**src/rtl/cdc_handshake_tx.sv**
```systemverilog
`default_nettype none
// ============================================================================
// Module   : cdc_handshake_tx
// Purpose  : Source side of a 4-phase req/ack handshake. Captures one word,
//            raises a registered request toward the far clock domain, waits
//            for the synchronized acknowledge to rise and fall, then reports
//            completion. An optional timeout aborts a request that never
//            receives an acknowledge.
// Revision : 1.0 - initial release
// ============================================================================
module cdc_handshake_tx #(
  parameter int unsigned DATA_W      = 8,
  parameter int unsigned SYNC_STAGES = 2,
  parameter int unsigned TIMEOUT_CYC = 0
) (
  input  logic              clk,
  input  logic              rst,
  input  logic              in_valid,
  output logic              in_ready,
  input  logic [DATA_W-1:0] in_data,
  output logic              tx_req,
  output logic [DATA_W-1:0] tx_data,
  input  logic              tx_ack_async,
  output logic              done,
  output logic              timeout_err,
  output logic              busy
);

  // Counter only needs to reach TIMEOUT_CYC-1; keep at least one bit so the
  // declaration stays legal when the timeout is disabled.
  localparam int unsigned CNT_W = (TIMEOUT_CYC > 0) ? $clog2(TIMEOUT_CYC + 1) : 1;
  localparam logic [CNT_W-1:0] CNT_LAST = CNT_W'((TIMEOUT_CYC > 0) ? (TIMEOUT_CYC - 1) : 0);

  typedef enum logic [1:0] {
    IDLE   = 2'd0,
    REQ_HI = 2'd1,
    REQ_LO = 2'd2
  } state_t;

  state_t                 state;
  state_t                 state_nx;
  logic [SYNC_STAGES-1:0] sync;
  logic                   ack_s;
  logic [CNT_W-1:0]       cnt;
  logic [CNT_W-1:0]       cnt_nx;
  logic                   aborted;
  logic                   aborted_nx;
  logic                   req_nx;
  logic [DATA_W-1:0]      data_nx;
  logic                   done_nx;
  logic                   terr_nx;

  // Acknowledge synchronizer; only the last stage is visible to the FSM.
  always_ff @(posedge clk) begin
    if (rst) begin
      sync <= '0;
    end else begin
      sync <= {sync[SYNC_STAGES-2:0], tx_ack_async};
    end
  end

  assign ack_s    = sync[SYNC_STAGES-1];
  // A stale ack left high from a previous transfer blocks new accepts.
  assign in_ready = (state == IDLE) && !ack_s;
  assign busy     = (state != IDLE);

  // Next-state, request/data and pulse computation.
  always_comb begin
    state_nx   = state;
    req_nx     = tx_req;
    data_nx    = tx_data;
    cnt_nx     = cnt;
    aborted_nx = aborted;
    done_nx    = 1'b0;
    terr_nx    = 1'b0;
    case (state)
      IDLE: begin
        if (in_valid && in_ready) begin
          data_nx    = in_data;
          req_nx     = 1'b1;
          state_nx   = REQ_HI;
          cnt_nx     = '0;
          aborted_nx = 1'b0;
        end
      end
      REQ_HI: begin
        // The ack takes priority over a timeout reached in the same cycle.
        if (ack_s) begin
          req_nx   = 1'b0;
          state_nx = REQ_LO;
        end else if ((TIMEOUT_CYC > 0) && (cnt == CNT_LAST)) begin
          req_nx     = 1'b0;
          state_nx   = REQ_LO;
          terr_nx    = 1'b1;
          aborted_nx = 1'b1;
        end else if (TIMEOUT_CYC > 0) begin
          cnt_nx = cnt + CNT_W'(1);
        end
      end
      REQ_LO: begin
        // An aborted transfer returns to IDLE silently.
        if (!ack_s) begin
          state_nx = IDLE;
          done_nx  = !aborted;
        end
      end
      default: begin
        state_nx = IDLE;
        req_nx   = 1'b0;
      end
    endcase
  end

  // State and registered outputs; reset abandons any transfer in flight.
  always_ff @(posedge clk) begin
    if (rst) begin
      state       <= IDLE;
      tx_req      <= 1'b0;
      tx_data     <= '0;
      cnt         <= '0;
      aborted     <= 1'b0;
      done        <= 1'b0;
      timeout_err <= 1'b0;
    end else begin
      state       <= state_nx;
      tx_req      <= req_nx;
      tx_data     <= data_nx;
      cnt         <= cnt_nx;
      aborted     <= aborted_nx;
      done        <= done_nx;
      timeout_err <= terr_nx;
    end
  end

endmodule
`default_nettype wire

```
**config.mk**
```make
export PLATFORM = sky130hd
export DESIGN_NAME = cdc_handshake_tx
export DESIGN_NICKNAME = d
export VERILOG_FILES = /design/src/rtl/cdc_handshake_tx.sv
export SDC_FILE = /design/constraint.sdc
export NUM_CORES = 1
export LEC_CHECK = 0
export CAP_MARGIN = 10
export CORE_MARGIN = 2
export CORE_UTILIZATION = 35
export CTS_BUF_LIST = sky130_fd_sc_hd__clkbuf_16
export CTS_CLUSTER_DIAMETER = 40
export DETAILED_ROUTE_END_ITERATION = 7
export DONT_BUFFER_PORTS = 1
export MAX_ROUTING_LAYER = met4
export SLEW_MARGIN = 20
export SYNTH_ARGS = -nofsm -noshare
export SYNTH_HDL_FRONTEND = slang
export SYNTH_SLANG_ARGS = --single-unit
export TNS_END_PERCENT = 20
```
**constraint.sdc**
```tcl
create_clock -name clk -period 2.3 [get_ports clk]
set_clock_uncertainty 0.05 [all_clocks]
set_input_delay 0.23 -clock clk [delete_from_list [all_inputs] [get_ports clk]]
set_output_delay 0.23 -clock clk [all_outputs]
set_load 0.01 [all_outputs]
```
==> flow_metrics.tcl <==
set metrics [dict create \
    core_area_mm2 0.00154 \
    syn_inst 57 \
    maxCapViolCount 0 \
    die_h_um 45.2 \
    clk_latency_ps 230 \
    power_leakage_nw 0.274 \
    place_congestion 0.721 \
    cp_max_fo 6 \
    pin_count 25 \
    die_width_um 45.2 \
    portBuffers 0 \
    routed_wl_um 944 \
    setup.worst_path.end_class "output port" \
    cts_root_buf "clkbuf_16" \
    synth_area_per_cell_um2 10.4 \
    numCtsBuffers 3 \
    min_path_type "in -> reg" \
    drt_iter0_drc 7 \
    startpoint_type "flop" \
    ctsLongestPathBuffers 2 \
    min_from "rst" \
    final_cells 73 \
    cts_tree "yes" \
    grt_first_pass_wirelength_mm 1.52 \
    reg2regPathDepth 3 \
    worstPathArrival_ps 1090 \
    rrSetupSlack_ps 1110 \
    rsz0062_at_grt "false" \
    cts_setup_buffers 0 \
    reg2reg_to "tx_data[0]" \
    required_ps 2020 \
    hpwl_um 649 \
    max_clock_freq_mhz 732 \
    synth_edf_count 0 \
    rows 14 \
    min_period_ps 1370 \
    pre_cts_ws_ps 1110 \
    setup_viol 0 \
    fin_nets 71 \
    grt_max_degree 23 \
    antenna_left 0 \
    async_flop_share 0 \
    syn-num-nets 69 \
    hold_depth 1 \
    initial_utilization 0.386 \
    yosysUniqueCellTypes 18 \
    hold_viol_final 0 \
    cts_max_level 1 \
    cts.sinks 14 \
    synth-seq-cells 14 \
    peakVddDrop_v 0.000382 \
    vias 356 \
    ys_dominant_reg_cell "dfxtp_1" \
    postCtsHoldBufs 0 \
    vias_per_cell 4.88 \
    wl_per_cell_um 12.9 \
    criticalPathCategory "reg -> out" \
    min_to "sync[1]" \
    antenna_found_initial 0 \
    grt_use_total 0.110 \
    area_delta_synth_final_pct 12.8 \
    setup_ws_ps 934 \
    place_inst 70 \
    p_per_area_mw_per_mm2 942 \
    synth_area_um2 594 \
    die_area_mm2 0.00204 \
    n_antenna_cell 0 \
    ctsResizeCount 0 \
    clkTransAtPathRegs_ps 40 \
    drtPass1Iterations 4 \
    tns_ps 0 \
    status "completed" \
    yosysSeqAreaShare 0.472 \
    drive_gt1_frac 0.105 \
    reg2reg_from "state[1]" \
    fin_crit_sh 0.594 \
    ys_warn_count 0 \
    first_global_vias 347 \
    grt_overflow 0 \
    slew_violations 0 \
    drc 0 \
]
## cell families (layout without fill, tap and decap cells)
| family | count (synthesis) | in the layout | synth area share |
|---|---|---|---|
| and+or+nand+nor | 26 | 26 | 0.284 |
| DFF | 14 | 14 | 0.472 |
| muxes | 8 | 8 | 0.135 |
| buffers and inverters | 5 | 5 | 0.0505 |
| AOI/OAI and AO/OA | 2 | 2 | 0.0379 |
| other | 1 | 1 | 0.00631 |
| xor gates and xnor gates | 1 | 1 | 0.0147 |
## power breakdown
group	switching, mW	internal (mW)
registers	0.0162	0.259
logic	0.0181	0.0249
clock network	0.0875	0.226
total	0.122	0.510
## cells in the mapped netlist, types with 2 or more instances
| cell type | count | area share |
|---|---|---|
| nand2b_1 | 16 | 0.17 |
| nor2_1 | 2 | 0.013 |
| nor2b_1 | 3 | 0.032 |
| mux2i_1 | 8 | 0.13 |
| clkbuf_1 | 2 | 0.013 |
| dfxtp_1 | 14 | 0.47 |
## layer usage
metal / vias up / track usage / wire length (um)
li1: 183 / - / -
met1: 156 / 0.140 / 459
met2: 17 / 0.143 / 386
met3: 0 / 0.0520 / 98
met4: 0 / 0.0529 / 0
met5: - / - / 0
## layout make-up
class                      instances  area [um^2]
fill                             155          871
sequential                        14          280
timing repair buffer               1         7.51
tap                               16         20.0
inverter                           1         3.75
multi-input combinational         38          284
clock buffer                       3         75.1
## worst max path at each step
stage | from | endpoint | cells after the start
final | state[1] | in_ready | 2
after global routing | state[1] | in_ready | 2
after detailed placement | state[1] | tx_data[2] | 3
after global placement | state[1] | tx_data[3] | 3
after floorplan | state[1] | tx_data[0] | 3
after CTS | state[1] | in_ready | 2
## registers in the layout, summed over array words and instances (netlist names)
name / flops
sync: 2
tx_data: 8
state: 2
done: 1
tx_req: 1
## cell usage in the layout, fill, tap and decap left out, types with 2 or more instances in the layout
| master | synthesis | final |
|---|---|---|
| nor2b_1 | 3 | 3 |
| clkbuf_16 | 0 | 3 |
| nand2b_1 | 16 | 16 |
| dfxtp_1 | 14 | 14 |
| nor2_1 | 2 | 2 |
| mux2i_1 | 8 | 8 |
## through the flow
step	utilization	instance area [um^2]	power (mW)	hold slack (ps)
5_1_grt	0.435	671	0.658	5.37
4_1_cts	0.435	671	0.639	8.01
2_1_floorplan	-	594	0.321	308
3_3_place_gp	0.386	596	0.322	256
3_5_place_dp	0.386	596	0.323	256
6_report	0.435	671	0.632	12.4
## critical path, cell delays in order, from the launching register on
cell,delay [ps]
dfxtp_1,350
or2_1,300
nor2_1,200
Power figures use the tool's default switching activity.
